<file path="config.mk">
export PLATFORM = sky130hd
export DESIGN_NAME = sap_microsequencer_flat
export DESIGN_NICKNAME = d
export VERILOG_FILES = /design/src/rtl/sap_pkg.sv /design/src/rtl/sap_microsequencer_if.sv /design/src/rtl/sap_microcode_rom.sv /design/src/rtl/sap_microsequencer.sv /design/src/flat_wrapper.sv
export SDC_FILE = /design/constraint.sdc
export NUM_CORES = 1
export LEC_CHECK = 0
export CORE_ASPECT_RATIO = 1.4
export CORE_UTILIZATION = 41
export DETAILED_ROUTE_END_ITERATION = 7
export PLACE_DENSITY = 0.78
export RECOVER_POWER = 50
export SYNTH_ARGS = -nofsm -noshare
export SYNTH_HDL_FRONTEND = slang
export SYNTH_SLANG_ARGS = --single-unit
</file>
<file path="constraint.sdc">
create_clock -name clk -period 3.1 [get_ports clk]
set_clock_uncertainty 0.15 [all_clocks]
set_input_delay 0.62 -clock clk [delete_from_list [all_inputs] [get_ports clk]]
set_output_delay 0.62 -clock clk [all_outputs]
set_load 0.02 [all_outputs]
</file>
<file path="src/rtl/sap_pkg.sv">
// Shared definitions for the SAP microsequencer: opcodes, control-word bit
// positions, ROM word layout and the sequencer state type.
package sap_pkg;

  localparam int CW_W_DEF = 14;

  localparam int unsigned OP_NOP = 0;
  localparam int unsigned OP_LDA = 1;
  localparam int unsigned OP_ADD = 2;
  localparam int unsigned OP_SUB = 3;
  localparam int unsigned OP_JMP = 6;
  localparam int unsigned OP_JC  = 7;
  localparam int unsigned OP_JZ  = 8;
  localparam int unsigned OP_OUT = 14;
  localparam int unsigned OP_HLT = 15;

  localparam int unsigned CE_B = 13;
  localparam int unsigned CO_B = 12;
  localparam int unsigned MI_B = 11;
  localparam int unsigned RO_B = 10;
  localparam int unsigned II_B = 9;
  localparam int unsigned IO_B = 8;
  localparam int unsigned AI_B = 7;
  localparam int unsigned AO_B = 6;
  localparam int unsigned SU_B = 5;
  localparam int unsigned EO_B = 4;
  localparam int unsigned BI_B = 3;
  localparam int unsigned OI_B = 2;
  localparam int unsigned J_B  = 1;
  localparam int unsigned FI_B = 0;

  // ROM word = {END, HLT_REQ, control word}; offsets are above the control word
  localparam int END_OFS = 1;
  localparam int HLT_OFS = 0;

  typedef enum logic [1:0] {
    S_RUN,
    S_WAIT,
    S_HALT
  } seq_state_t;

endpackage

</file>
<file path="src/rtl/sap_microsequencer_if.sv">
// Bus between the microsequencer and its datapath: opcode/flags/step controls in,
// control word and status out.
interface sap_microsequencer_if import sap_pkg::*; #(
  parameter int OPC_W    = 4,
  parameter int CW_W     = CW_W_DEF,
  parameter int T_STATES = 6
) ();

  logic [OPC_W-1:0]    opc;
  logic                cf;
  logic                zf;
  logic                step_mode;
  logic                step;
  logic                hlt;
  logic [CW_W-1:0]     cout;
  logic [T_STATES-1:0] tstate;
  logic                instr_done;

  modport master (
    input  opc, cf, zf, step_mode, step,
    output hlt, cout, tstate, instr_done
  );

  modport slave (
    output opc, cf, zf, step_mode, step,
    input  hlt, cout, tstate, instr_done
  );

endinterface

</file>
<file path="src/rtl/sap_microcode_rom.sv">
// Combinational microcode: maps {opcode, T index, CF, ZF} to {END, HLT_REQ, control word}.
module sap_microcode_rom import sap_pkg::*; #(
  parameter int OPC_W   = 4,
  parameter int CW_W    = CW_W_DEF,
  parameter int T_W     = 3,
  parameter int FETCH_T = 3
) (
  input  logic [OPC_W-1:0] opc,
  input  logic [T_W-1:0]   t,
  input  logic             cf,
  input  logic             zf,
  output logic [CW_W+1:0]  word
);

  localparam int unsigned FT = unsigned'(FETCH_T);

  int unsigned     ti;
  int unsigned     op;
  int unsigned     e;
  logic [CW_W-1:0] cw;
  logic            fin;
  logic            hreq;

  always_comb begin
    ti   = 32'(t);
    op   = 32'(opc);
    e    = ti - FT;
    cw   = '0;
    fin  = 1'b0;
    hreq = 1'b0;
    if (ti < FT) begin
      case (ti)
        0: begin cw[CO_B] = 1'b1; cw[MI_B] = 1'b1; end
        1: cw[CE_B] = 1'b1;
        2: begin cw[RO_B] = 1'b1; cw[II_B] = 1'b1; end
        default: ;
      endcase
    end else begin
      case (op)
        OP_LDA: begin
          if (e == 0) begin cw[IO_B] = 1'b1; cw[MI_B] = 1'b1; end
          if (e == 1) begin cw[RO_B] = 1'b1; cw[AI_B] = 1'b1; fin = 1'b1; end
        end
        OP_ADD, OP_SUB: begin
          if (e == 0) begin cw[IO_B] = 1'b1; cw[MI_B] = 1'b1; end
          if (e == 1) begin cw[RO_B] = 1'b1; cw[BI_B] = 1'b1; end
          if (e == 2) begin
            cw[EO_B] = 1'b1;
            cw[AI_B] = 1'b1;
            cw[FI_B] = 1'b1;
            cw[SU_B] = (op == OP_SUB);
            fin      = 1'b1;
          end
        end
        OP_JMP: if (e == 0) begin cw[IO_B] = 1'b1; cw[J_B] = 1'b1; fin = 1'b1; end
        OP_JC:  if (e == 0) begin cw[IO_B] = cf; cw[J_B] = cf; fin = 1'b1; end
        OP_JZ:  if (e == 0) begin cw[IO_B] = zf; cw[J_B] = zf; fin = 1'b1; end
        OP_OUT: if (e == 0) begin cw[AO_B] = 1'b1; cw[OI_B] = 1'b1; fin = 1'b1; end
        OP_HLT: if (e == 0) begin fin = 1'b1; hreq = 1'b1; end
        OP_NOP: if (e == 0) fin = 1'b1;
        default: if (e == 0) fin = 1'b1;
      endcase
    end
    word                  = '0;
    word[CW_W-1:0]        = cw;
    word[CW_W + END_OFS]  = fin;
    word[CW_W + HLT_OFS]  = hreq;
  end

endmodule

</file>
<file path="src/rtl/sap_microsequencer.sv">
// SAP control unit: falling-edge T-state sequencer with early END, sticky halt and
// single-step WAIT, driving the control word decoded by the microcode ROM.
module sap_microsequencer import sap_pkg::*; #(
  parameter int OPC_W    = 4,
  parameter int CW_W     = CW_W_DEF,
  parameter int T_STATES = 6,
  parameter int FETCH_T  = 3
) (
  input logic                 clk,
  input logic                 rst,
  sap_microsequencer_if.master bus
);

  localparam int T_W = $clog2(T_STATES);
  localparam logic [T_W-1:0] T_LAST = T_W'(T_STATES - 1);

  seq_state_t      state;
  logic [T_W-1:0]  t;
  logic            step_q;
  logic            hlt_q;
  logic [CW_W+1:0] rom_word;
  logic            last_step;
  logic            running;

  sap_microcode_rom #(
    .OPC_W   (OPC_W),
    .CW_W    (CW_W),
    .T_W     (T_W),
    .FETCH_T (FETCH_T)
  ) u_rom (
    .opc  (bus.opc),
    .t    (t),
    .cf   (bus.cf),
    .zf   (bus.zf),
    .word (rom_word)
  );

  always_comb begin
    last_step      = rom_word[CW_W + END_OFS] || (t == T_LAST);
    // Outputs are gated by rst itself so the reset window shows no control word.
    running        = (state == S_RUN) && !rst;
    bus.cout       = running ? rom_word[CW_W-1:0] : '0;
    bus.tstate     = running ? (T_STATES'(1) << t) : '0;
    bus.instr_done = running && last_step;
    bus.hlt        = hlt_q;
  end

  always_ff @(negedge clk or posedge rst) begin
    if (rst) begin
      state  <= S_RUN;
      t      <= '0;
      step_q <= 1'b0;
      hlt_q  <= 1'b0;
    end else begin
      step_q <= bus.step;
      case (state)
        S_RUN: begin
          if (last_step) begin
            t <= '0;
            if (rom_word[CW_W + HLT_OFS]) begin
              state <= S_HALT;
              hlt_q <= 1'b1;
            end else if (bus.step_mode) begin
              state <= S_WAIT;
            end
          end else begin
            t <= t + T_W'(1);
          end
        end
        S_WAIT: if (!bus.step_mode || (bus.step && !step_q)) state <= S_RUN;
        S_HALT: ;
        default: state <= S_RUN;
      endcase
    end
  end

endmodule

</file>
<file path="src/flat_wrapper.sv">
// flat-port wrapper written by rule: the top's interface ports become plain ports
module sap_microsequencer_flat import sap_pkg::*;
#(
  parameter int OPC_W    = 4,
  parameter int CW_W     = CW_W_DEF,
  parameter int T_STATES = 6,
  parameter int FETCH_T  = 3
)
  (clk, rst, bus_opc, bus_cf, bus_zf, bus_step_mode, bus_step, bus_hlt, bus_cout, bus_tstate, bus_instr_done);
  sap_microsequencer_if #(.OPC_W(OPC_W), .CW_W(CW_W), .T_STATES(T_STATES)) bus_i ();
  input logic clk;
  input logic rst;
  input wire logic [$bits(bus_i.opc)-1:0] bus_opc;
  input wire logic [$bits(bus_i.cf)-1:0] bus_cf;
  input wire logic [$bits(bus_i.zf)-1:0] bus_zf;
  input wire logic [$bits(bus_i.step_mode)-1:0] bus_step_mode;
  input wire logic [$bits(bus_i.step)-1:0] bus_step;
  output wire logic [$bits(bus_i.hlt)-1:0] bus_hlt;
  output wire logic [$bits(bus_i.cout)-1:0] bus_cout;
  output wire logic [$bits(bus_i.tstate)-1:0] bus_tstate;
  output wire logic [$bits(bus_i.instr_done)-1:0] bus_instr_done;
  assign bus_i.opc = bus_opc;
  assign bus_i.cf = bus_cf;
  assign bus_i.zf = bus_zf;
  assign bus_i.step_mode = bus_step_mode;
  assign bus_i.step = bus_step;
  assign bus_hlt = bus_i.hlt;
  assign bus_cout = bus_i.cout;
  assign bus_tstate = bus_i.tstate;
  assign bus_instr_done = bus_i.instr_done;
  sap_microsequencer #(.OPC_W(OPC_W), .CW_W(CW_W), .T_STATES(T_STATES), .FETCH_T(FETCH_T)) u_core (.clk(clk), .rst(rst), .bus(bus_i));
endmodule
</file>
==> impl_metrics.env, run 1 <==
export IMPL_synth_area_um2=744
export IMPL_lastStage="clock tree synthesis (4_1_cts)"
export IMPL_dpl_hpwl_mm=1.97
export IMPL_synthAdderAreaFrac=0.118
export IMPL_error="[ERROR DPL-0038] Utilization greater than 100%, impossible to legalize"
export IMPL_syn_area_per_cell_um2=8.09
export IMPL_pin_count=32
export IMPL_clockRootBuffer="clkbuf_4"
export IMPL_cts_hold_buf=0
export IMPL_start_util=0.455
export IMPL_cts_sinks=7
export IMPL_htreeDepth=1
export IMPL_clockBufferDepth=2
export IMPL_synthMuxAreaShare=0
export IMPL_cts_buffers_inserted=3
export IMPL_syn_nets=109
export IMPL_ys_flop_type="dfrtn_1"
export IMPL_synth_cells=92
export IMPL_synthArstFlopShare=1.00
export IMPL_synth_compound_area_frac=0.198
export IMPL_synthXorXnorAreaFrac=0
export IMPL_synth_seq_cells=7
export IMPL_die_x_um=38.0
export IMPL_yosys_cell_types_count=36
export IMPL_num_rows=17
export IMPL_die_y_um=52.4
export IMPL_yosysSeqAreaShare=0.235
export IMPL_synth_edf_count=0
export IMPL_post_cts_buffers=15
export IMPL_synth_top_family_by_area="simple AND/OR/NAND/NOR gates"
export IMPL_port_buffer_count=31
export IMPL_yosys_warnings=0
export IMPL_status="did not finish"
export IMPL_cts_resized_gates=181
export IMPL_synth_simple_area_share=0.376
export IMPL_gp_congestion=0.770
## cells by family after synthesis
family | Yosys count
simple gates | 50
buf+inv | 12
flops | 7
fa+ha+maj | 7
compound gates | 16
## synthesized netlist by cell type, drive strengths merged, types with 2 or more instances
master,instances,area share
o21ai,2,0.013
a32oi,2,0.024
and4,2,0.024
or2,3,0.029
a21oi,4,0.032
nand3,3,0.020
a2111oi,2,0.057
nor2,15,0.089
inv,9,0.045
and2,3,0.027
a32o,2,0.027
nand2,8,0.040
and3,6,0.050
ha,7,0.12
nor4,2,0.017
buf,3,0.027
dfrtn,7,0.24
nor3,2,0.013
## metrics by stage
step / cell area (um2) / TNS (ns) / setup WS, ns / std cells / hold slack (ns)
floorplan: 862 / -17.84 / -1.38 / 92 / 0.237
global placement: 1430 / -30.96 / -1.54 / 173 / 0.273
detailed placement: 1430 / -31.98 / -1.60 / 173 / 0.293
==> run 2: changes to the inputs <==
--- a/config.mk
+++ b/config.mk
@@ -5,10 +5,10 @@
 export SDC_FILE = /design/constraint.sdc
 export NUM_CORES = 1
 export LEC_CHECK = 0
-export CORE_ASPECT_RATIO = 1.4
-export CORE_UTILIZATION = 41
+export CORE_AREA = 2 2 63 65
 export DETAILED_ROUTE_END_ITERATION = 7
-export PLACE_DENSITY = 0.78
+export DIE_AREA = 0 0 65 67
+export PLACE_DENSITY_LB_ADDON = 0.15
 export RECOVER_POWER = 50
 export SYNTH_ARGS = -nofsm -noshare
 export SYNTH_HDL_FRONTEND = slang
==> run 2 against run 1 <==
Net effect:
- the flow now finishes, with violations (setup timing)
- synthesized cell count unchanged
- synthesized area stayed put
==> impl_metrics.env, run 2 <==
export IMPL_drt_wl_total_mm=2.75
export IMPL_reg_top3="u_core.t x3, u_core.state x2"
export IMPL_fillCellCount=361
export IMPL_pin_count=32
export IMPL_largest_reg_flops=3
export IMPL_via_per_inst=4.46
export IMPL_worstPathArrival_ns=3.68
export IMPL_clock_power_share=0.469
export IMPL_setup_violations=25
export IMPL_synth_seq_cells=7
export IMPL_port_buffer_count=31
export IMPL_slew_headroom=0.653
export IMPL_die_area_um2=4360
export IMPL_die_y_um=67
export IMPL_yosysMostFrequentCell="nor2_1"
export IMPL_clockBufferDepth=2
export IMPL_cp_start_kind="flop"
export IMPL_seqPwrFrac=0.347
export IMPL_setup_slack_ns=-1.35
export IMPL_diodes=0
export IMPL_synth_cells=92
export IMPL_drive_gt1_frac=0.741
export IMPL_grt_overflow=0
export IMPL_gp_congestion=0.794
export IMPL_synth_area_um2=744
export IMPL_groute_usage_overall=0.133
export IMPL_grt_first_pass_wirelength_mm=4.60
export IMPL_synth_edf_count=0
export IMPL_ys_flop_type="dfrtn_1"
export IMPL_crit_chain="ha_2, inv_2, ha_4, or2b_4, nor2_4, nand2_2, nor4_4, buf_4"
export IMPL_layout_commonest_cell="buf_4"
export IMPL_p_sw_frac=0.218
export IMPL_regToRegSetupSlack_ns=0.79
export IMPL_dpl_hpwl_mm=2.07
export IMPL_vias=990
export IMPL_antenna_found_initial=0
export IMPL_start_util=0.206
export IMPL_finalHoldViolations=0
export IMPL_clockRootBuffer="clkbuf_8"
export IMPL_violations="setup timing"
export IMPL_die_x_um=65
export IMPL_status="finished, violations left"
export IMPL_yosys_warnings=0
export IMPL_crit_path_max_incr_delay_ns=0.41
export IMPL_leakagePower_nw=0.808
export IMPL_cts_sinks=7
export IMPL_maxCapViolCount=0
export IMPL_power_switching_mw=0.0588
export IMPL_coreArea_um2=3610
export IMPL_cp_required_ns=2.33
export IMPL_layout_common_cells="46 x buf_4, 27 x buf_6, 7 x dfrtn_1"
export IMPL_worst_path_max_delay_cell="dfrtn_1"
export IMPL_drv_slew=0
export IMPL_regMostFlops="u_core.t"
export IMPL_worst_setup_path_end_kind="output pin"
export IMPL_syn_to_final_growth_pct=143
export IMPL_drt_iter0_markers=27
export IMPL_num_rows=22
export IMPL_insertion_delay_ns=0.25
export IMPL_cts_tree="yes"
export IMPL_p_comb_frac=0.184
export IMPL_stdcell_count=222
export IMPL_hold_slack_ns=0.304
export IMPL_criticalPathCategory="reg2out"
export IMPL_wire_per_inst_um=12.4
export IMPL_cp_max_fo=5
export IMPL_synth_top_area_cell="dfrtn_1"
export IMPL_syn_area_per_cell_um2=8.09
export IMPL_pre_cts_ws_ns=-1.61
export IMPL_cts_buffers_inserted=3
export IMPL_fin_area_um2=1810
export IMPL_synth_common_cells="13 x nor2_1, 9 x inv_1, 8 x nand2_1"
export IMPL_power_mw=0.270
export IMPL_tightest_slew_ns=0.521
export IMPL_grt_max_degree=9
export IMPL_path_clk_slew_ns=0.03
export IMPL_place_area_um2=1480
export IMPL_dp_cells=205
export IMPL_powerDensity_nw_per_um2=149
export IMPL_htreeDepth=1
export IMPL_rsz0062_at_grt="true"
export IMPL_yosys_cell_types_count=36
export IMPL_setup_tns_ns=-23.38
export IMPL_ant_nets=0
export IMPL_nets=192
export IMPL_ir_worst_vdd_v=0.000204
export IMPL_internal_power_mw=0.211
export IMPL_firstDrtPassIters=4
export IMPL_cts_hold_buf=0
export IMPL_syn_nets=109
export IMPL_synthArstFlopShare=1.00
export IMPL_drcViolationCount=0
export IMPL_grt_pass1_vias=1080
export IMPL_yosysTopAreaCellShare=0.235
export IMPL_post_route_util=0.502
export IMPL_yosysSeqAreaShare=0.235
export IMPL_synthTopCellsByArea="dfrtn_1 24%, ha_1 12%, nor2_1 6.6%"
export IMPL_hp_class="reg2reg"
==> run 2: cell counts after synthesis <==
Identical to the previous run, type by type.
==> run 2: worst max-delay path, delay by kind of cell, from the launching register on <==
| family | cells | cell delay [ns] |
|---|---|---|
| simple gates | 4 | 0.79 |
| fa+ha+maj | 2 | 0.45 |
| buf+inv | 2 | 0.23 |
| flops | 1 | 0.41 |
==> run 2: power groups by stage <==
stage          Clock (mW)  Combinational [mW]  Sequential (mW)
2_1_floorplan           0              0.0127           0.0952
3_3_place_gp            0              0.0416           0.0948
3_5_place_dp            0              0.0419           0.0948
4_1_cts             0.133              0.0491           0.0938
5_1_grt             0.133              0.0542           0.0938
6_report            0.127              0.0496           0.0938
==> run 2: kinds of logic (layout without fill, tap and decap cells) <==
family          after synthesis  after routing  share of synthesized area
simple gates                 50             50                      0.376
compound gates               16             16                      0.198
flops                         7              7                      0.235
buf+inv                      12             94                     0.0723
fa+ha+maj                     7              7                      0.118
==> run 2: final cells by class <==
cell class	instances	area, um2	share of cell area
Clock buffer	4	45.0	0.0249
Inverter	9	38.8	0.0214
Multi-Input combinational cell	73	759	0.419
Sequential cell	7	175	0.0967
Tap cell	48	60.1	0.0331
Timing Repair Buffer	81	733	0.405
==> run 2: per-layer routing <==
layer / share of wire / wire (um) / vias to the layer above / track usage
li1: - / - / 491 / -
met1: 0.40 / 1090 / 472 / 0.153
met2: 0.55 / 1500 / 22 / 0.253
met3: 0.038 / 104 / 5 / 0.0101
met4: 0.019 / 51 / 0 / 0.0505
met5: 0 / 0 / - / 0
==> run 2: repair_timing <==
action,4_1_cts,5_1_grt
resized for setup,165,25
buffers inserted,10,9
endpoints found under the setup margin,28,28
hold endpoints to repair,0,0
pin swaps,10,10
==> run 2: final timing paths <==
check                                      startpoint                    endpoint  cells after the start
max in group asynchronous                         rst     u_core.t[1]$_DFFE_NP0N_                      3
min in group asynchronous                         rst  u_core.bus.hlt$_DFFE_NP0P_                      3
min                        u_core.bus.hlt$_DFFE_NP0P_  u_core.bus.hlt$_DFFE_NP0P_                      1
min reg2reg                u_core.bus.hlt$_DFFE_NP0P_  u_core.bus.hlt$_DFFE_NP0P_                      1
max                           u_core.t[0]$_DFFE_NP0N_                 bus_cout[2]                      8
max reg2reg                   u_core.t[0]$_DFFE_NP0N_     u_core.t[2]$_DFFE_NP0N_                      9
No activity file was read; power rests on OpenSTA's default activity.
==> run 3: changes to the inputs <==
--- a/config.mk
+++ b/config.mk
@@ -5,6 +5,7 @@
 export SDC_FILE = /design/constraint.sdc
 export NUM_CORES = 1
 export LEC_CHECK = 0
+export CAP_MARGIN = 10
 export CORE_AREA = 2 2 63 65
 export DETAILED_ROUTE_END_ITERATION = 7
 export DIE_AREA = 0 0 65 67
==> results of run 3 <==
The final DEF is identical to that of run 2; final timing and power are the same.
==> patch 1: new RTL, config.mk and constraints of run 2 <==
`T_STATES` is set to 6 in 3 places; all go to 12.
--- a/src/rtl/sap_microsequencer_if.sv
+++ b/src/rtl/sap_microsequencer_if.sv
@@ -3,7 +3,7 @@
 interface sap_microsequencer_if import sap_pkg::*; #(
   parameter int OPC_W    = 4,
   parameter int CW_W     = CW_W_DEF,
-  parameter int T_STATES = 6
+  parameter int T_STATES = 12
 ) ();
 
   logic [OPC_W-1:0]    opc;
--- a/src/rtl/sap_microsequencer.sv
+++ b/src/rtl/sap_microsequencer.sv
@@ -3,7 +3,7 @@
 module sap_microsequencer import sap_pkg::*; #(
   parameter int OPC_W    = 4,
   parameter int CW_W     = CW_W_DEF,
-  parameter int T_STATES = 6,
+  parameter int T_STATES = 12,
   parameter int FETCH_T  = 3
 ) (
   input logic                 clk,
--- a/src/flat_wrapper.sv
+++ b/src/flat_wrapper.sv
@@ -3,7 +3,7 @@
 #(
   parameter int OPC_W    = 4,
   parameter int CW_W     = CW_W_DEF,
-  parameter int T_STATES = 6,
+  parameter int T_STATES = 12,
   parameter int FETCH_T  = 3
 )
   (clk, rst, bus_opc, bus_cf, bus_zf, bus_step_mode, bus_step, bus_hlt, bus_cout, bus_tstate, bus_instr_done);
Interface: changed (resized bus_tstate); port bits go from 32 to 38. No check against the original RTL was run, so the function may have changed too.
==> patch 1 against run 2 <==
- the flow still finishes with violations (setup timing)
- sequential cell count rose by 1
- area after synthesis rose by 16%
- setup slack improved by 83 ps
- final area rose by 25%
- synthesized cell count rose by 20%
- routed wire length rose by 16%
Power is left out: it rests on default switching activity, and per cell area and clock period it moved more than threefold.
==> patch 1: results (changes against run 2) <==
Parameter                              Value

Finish
  Share of cells above drive strength 1    73.5% (-0.68 points)
  Non-clock buffers, area share    41.9% (+1.4 points)
  Biggest regs    u_core.t x4, u_core.state x2
  Inverters    6 (-3)
  Register Area    200 um^2 (+14%)
  Multi-input gates    91 (+25%)
  Antenna Cells    0 (unchanged)
  Count of filler cells inserted in the layout    305 (-16%)
  Layout clock buffer count    3 (-1)
  Layout Nets    231 (+20%)
  Total of plain and repair buffers excluding clock buffers    103 (+27%)
  Multi-input combinational cell area    995 um^2 (+31%)
  Count of flip-flops and latches    8 (+1)
  Clock buffers and inverters, area share    1.82% (-0.67 points)

Worst hold path
  Type of the most critical hold path    flip-flop to flip-flop
  Startpoint of the lowest-slack hold path    u_core.bus.hlt$_DFFE_NP0P_

Clock tree
  Number of cells upsized or downsized after cts    200 (+21%)
  Number of buffers inserted by post-CTS setup repair    18 (+8)
  Clock Tree Buf Depth    2 (unchanged)
  H-tree lvl count    1 (unchanged)
  Reg clk slew, reported paths    30 ps (about the same)
  Root Driver    sky130_fd_sc_hd__clkbuf_8
  Worst-Skew Late Latency    240 ps

Placement
  Placer's final routability congestion estimate    0.760 (-4.4%)
  DP HPWL    2500 um (+21%)
  Port-buffer cells    37 (+19%)
  Total cell area at the placement stage    1850 um^2 (+24%)

Global route
  First-pass GRT wire length    5260 um (+14%)
  Antenna violations before repair    0 (unchanged)
  Pin count of the biggest net entering global routing    9 (unchanged)
  Via count of the first global-routing pass    1161 (+7.5%)
  GRT overflow    0 (unchanged)
  Global Route Usage Sum    15.3% (+2.1 points)

Routing
  Detailed-router iteration count before antenna repair    4 (unchanged)
  Total detailed-routing wirelength    3180 um (+16%)
  Drt initial violations    33 (+22%)
  Average via count per standard cell    4.40 (-1.3%)

Worst setup path
  Max FO, Critical Path    4 (-1)
  Kind of cell adding the most delay to the critical path    flip-flops
  Start-to-end type of the worst setup path    flip-flop to output pin
  Launch point of the worst reg-to-reg path    u_core.t[0]$_DFFE_NP0N_
  Critical path's largest stage delay    500 ps (+90 ps)
  Cell with the largest stage delay on the worst path    sky130_fd_sc_hd__dfrtn_1

Synth
  Share of synthesized registers carrying an async set or reset    100% (unchanged)
  Library cells used by synthesis    38 (+5.6%)
  Number of warnings reported in the yosys synthesis log    0 (unchanged)
  Post-synthesis sequential area ratio    23.1% (-0.41 points)
  Most used flip-flop cell after synthesis    sky130_fd_sc_hd__dfrtn_1
  Mapped Nets    128 (+17%)
  Area contributors post-synth    sky130_fd_sc_hd__dfrtn_1, sky130_fd_sc_hd__ha_1, sky130_fd_sc_hd__nor2_1
  Most frequent cells after synthesis    sky130_fd_sc_hd__nor2_1, sky130_fd_sc_hd__nand2_1, sky130_fd_sc_hd__dfrtn_1, sky130_fd_sc_hd__ha_1, sky130_fd_sc_hd__nor3_1

Timing
  Finish-stage setup viols    33 (+32%)
  Final Max Slew Viols    0 (unchanged)
  Worst slew margin relative to its limit    69.8% (+4.5 points)
  Setup slack of the critical path after layout    -1260 ps (+82.9 ps)

Status
  Violations in the final reports    setup timing
  Outcome    finished, violations left
-- patch 1: changes by cell type after synthesis, moves of 3 or more --
cell / change
sky130_fd_sc_hd__and3_1: -3
sky130_fd_sc_hd__inv_1: -4
sky130_fd_sc_hd__nand2_1: +4
sky130_fd_sc_hd__nor2_1: +11
sky130_fd_sc_hd__nor3_1: +4
-- patch 1: per-layer routing --
layer	wire (um)	up-vias	track usage [%]	share of wire, %
met1	1340	525	17.7	42
met5	0	-	0	0
met4	0	0	3.19	0
li1	-	588	-	-
met2	1740	27	30.9	55
met3	98	0	0.676	3.1
-- patch 1: metrics by stage --
stage / utilization, % / setup slack, ps / hold slack (ps) / TNS (ps) / instances
after floorplan: - / -1120 / 259 / -18180 / 110
after global placement: 51.2 / -1370 / 252 / -35770 / 233
after detailed placement: 51.2 / -1430 / 264 / -36500 / 233
after CTS: 58.9 / -1190 / 290 / -26920 / 254
after global routing: 63.0 / -1310 / 311 / -29020 / 259
final: 63.0 / -1260 / 284 / -27200 / 259
-- patch 1: cells by family after synthesis --
logic type / Yosys count / synth area share [%]
buffers and inverters: 11 / 6.36
DFF: 8 / 23.1
adders and majority gates: 8 / 11.6
and+or+nand+nor: 62 / 37.0
AOI/OAI and AO/OA: 21 / 22.0
-- patch 1: worst paths after layout --
| check | endpoint | slack, ps | cells past startpoint |
|---|---|---|---|
| min in group asynchronous | u_core.t[1]$_DFFE_NP0N_ | 2320 | 3 |
| min reg2reg | u_core.bus.hlt$_DFFE_NP0P_ | 280 | 1 |
| min | u_core.bus.hlt$_DFFE_NP0P_ | 280 | 1 |
| max in group asynchronous | u_core.t[3]$_DFFE_NP0N_ | 140 | 3 |
| max reg2reg | u_core.t[3]$_DFFE_NP0N_ | 950 | 9 |
| max | bus_cout[5] | -1260 | 9 |
==> patch 2: new RTL, settings of run 2 <==
Made on the original files. The 3 states of `seq_state_t` get a one-hot encoding in 3 bits.
--- a/src/rtl/sap_pkg.sv
+++ b/src/rtl/sap_pkg.sv
@@ -33,10 +33,10 @@
   localparam int END_OFS = 1;
   localparam int HLT_OFS = 0;
 
-  typedef enum logic [1:0] {
-    S_RUN,
-    S_WAIT,
-    S_HALT
+  typedef enum logic [2:0] {
+    S_RUN  = 3'b001,
+    S_WAIT = 3'b010,
+    S_HALT = 3'b100
   } seq_state_t;
 
 endpackage
Behaviour: no difference found for any inputs over 10 cycles, from zero or initial values and one cycle with rst high; not proved beyond that.
==> patch 2 against run 2 <==
- the run still ends with setup timing left
- total power increased by 8.2%
- final area increased by 2.5%
- area after synthesis increased by 8.6%
- final cell count increased by 2.3%
- sequential cell count increased by 1
- via count increased by 3.4%
- count of clock-buffer cells in the layout unchanged
- routed wire length increased by 7.8%
- critical path depth unchanged
- clock power increased by 12%
- setup slack improved by 76 ps
- largest power group unchanged
- highest routed layer unchanged
==> patch 2: results (changes against run 2) <==
Parameter                              Value

Status
  Outcome    finished, violations left
  Violations in the final reports    setup timing

Worst hold path
  Type of the most critical hold path    flip-flop to flip-flop
  Instance count along the most critical hold path    1 (unchanged)

Routing
  Drt initial violations    20 (-26%)
  Detailed-router iteration count before antenna repair    3 (-1)
  Per-cell routed wire length    13.0 um (+5.5%)
  Total number of vias    1024 (+3.4%)

Clock tree
  Number of buffers inserted by post-CTS setup repair    12 (+2)
  Reg clk slew, reported paths    30 ps (about the same)
  Worst-Skew Late Latency    300 ps (+50 ps)
  Number of buffers added by the clock tree synthesis step    3 (unchanged)

Timing
  Finish-stage setup viols    28 (+12%)
  Total negative slack for setup checks    -23610 ps (-235 ps)
  Worst slew margin relative to its limit    77.7% (+12 points)
  Setup slack of the critical path after layout    -1270 ps (+75.7 ps)

Synth
  Post-synthesis sequential area ratio    24.9% (+1.4 points)
  Area contributors post-synth    sky130_fd_sc_hd__dfrtn_1, sky130_fd_sc_hd__ha_1, sky130_fd_sc_hd__and3_1
  Most frequent cells after synthesis    sky130_fd_sc_hd__nand2_1, sky130_fd_sc_hd__and3_1
  Library cells used by synthesis    40 (+11%)
  Mapped Nets    114 (+4.6%)
  Share of synthesized registers carrying an async set or reset    100% (unchanged)

Pwr
  Peak ir drop on the vdd network    0.236 mV (+16%)
  Power in sequential cells    0.106 mW (+13%)
  Leakage power    0.847 nW (+4.8%)
  Switching pwr    0.0686 mW (+17%)
  Combinational share of power    15.2% (-3.2 points)

Finish
  Share of cells above drive strength 1    69.3% (-4.9 points)
  Biggest regs    u_core.state x3, u_core.t x3
  Layout Nets    197 (+2.6%)
  Count of filler cells inserted in the layout    356 (-1.4%)
  Antenna Cells    0 (unchanged)

Global route
  First-pass GRT wire length    5110 um (+11%)
  Pin count of the biggest net entering global routing    8 (-1)
  Via count of the first global-routing pass    1120 (+3.7%)
  Global Route Usage Sum    15.1% (+1.9 points)

Worst setup path
  Register-to-register setup slack    970 ps (+180 ps)
  Max FO, Critical Path    3 (-2)
  Cell with the largest stage delay on the worst path    sky130_fd_sc_hd__dfrtn_1
  Kind of cell adding the most delay to the critical path    simple AND/OR/NAND/NOR gates
  Arrival time worst endpoint    3600 ps (-80 ps)
  Path depth of the worst reg2reg path    8 (-1)
  Capture point of the worst reg-to-reg path    u_core.state[1]$_DFFE_NP0P_
  Launching instance or port of the critical path    u_core.t[1]$_DFFE_NP0N_

Placement
  Placer's final routability congestion estimate    0.697 (-12%)
  DP HPWL    2190 um (+5.9%)
[patch 2: changes by cell type after synthesis, moves of 3 or more]
| cell | run 2 | this run |
|---|---|---|
| sky130_fd_sc_hd__nand2_1 | 8 | 12 |
| sky130_fd_sc_hd__nor2_1 | 13 | 7 |
| sky130_fd_sc_hd__nand3_1 | 3 | 0 |
| sky130_fd_sc_hd__and3_1 | 6 | 11 |
[patch 2: layout make-up]
type / instances / share of cell area [%]
timing repair buffer: 81 / 41.4
multi-input combinational: 79 / 40.7
sequential: 8 / 10.8
tap: 48 / 3.23
clock buffer: 4 / 2.43
inverter: 6 / 1.21
clock inverter: 1 / 0.202
[patch 2: logic make-up (layout without fill, tap and decap cells)]
group | Yosys count | count (layout) | synth area share (%)
AOI/OAI and AO/OA | 19 | 19 | 18.0
xor gates and xnor gates | 1 | 1 | 1.08
adders and majority gates | 7 | 7 | 10.8
buffers and inverters | 10 | 92 | 5.73
DFF | 8 | 8 | 24.9
and+or+nand+nor | 52 | 52 | 39.5
[patch 2: through the flow]
step	setup slack (ps)	cell area (um^2)	power, mW	hold slack, ps	cells
2_1_floorplan	-1070	960	0.124	279	97
3_3_place_gp	-1510	1610	0.147	254	211
3_5_place_dp	-1530	1610	0.148	259	211
4_1_cts	-1270	1850	0.297	285	227
5_1_grt	-1350	1860	0.307	319	227
6_report	-1270	1860	0.292	281	227
[patch 2: metal layers]
| layer | share of wire (%) | vias up | GRT usage (%) |
|---|---|---|---|
| met5 | 0 | - | 0 |
| met4 | 0.95 | 0 | 3.99 |
| met1 | 42 | 484 | 17.5 |
| met3 | 2.9 | 3 | 1.18 |
| met2 | 54 | 22 | 29.6 |
| li1 | - | 515 | - |
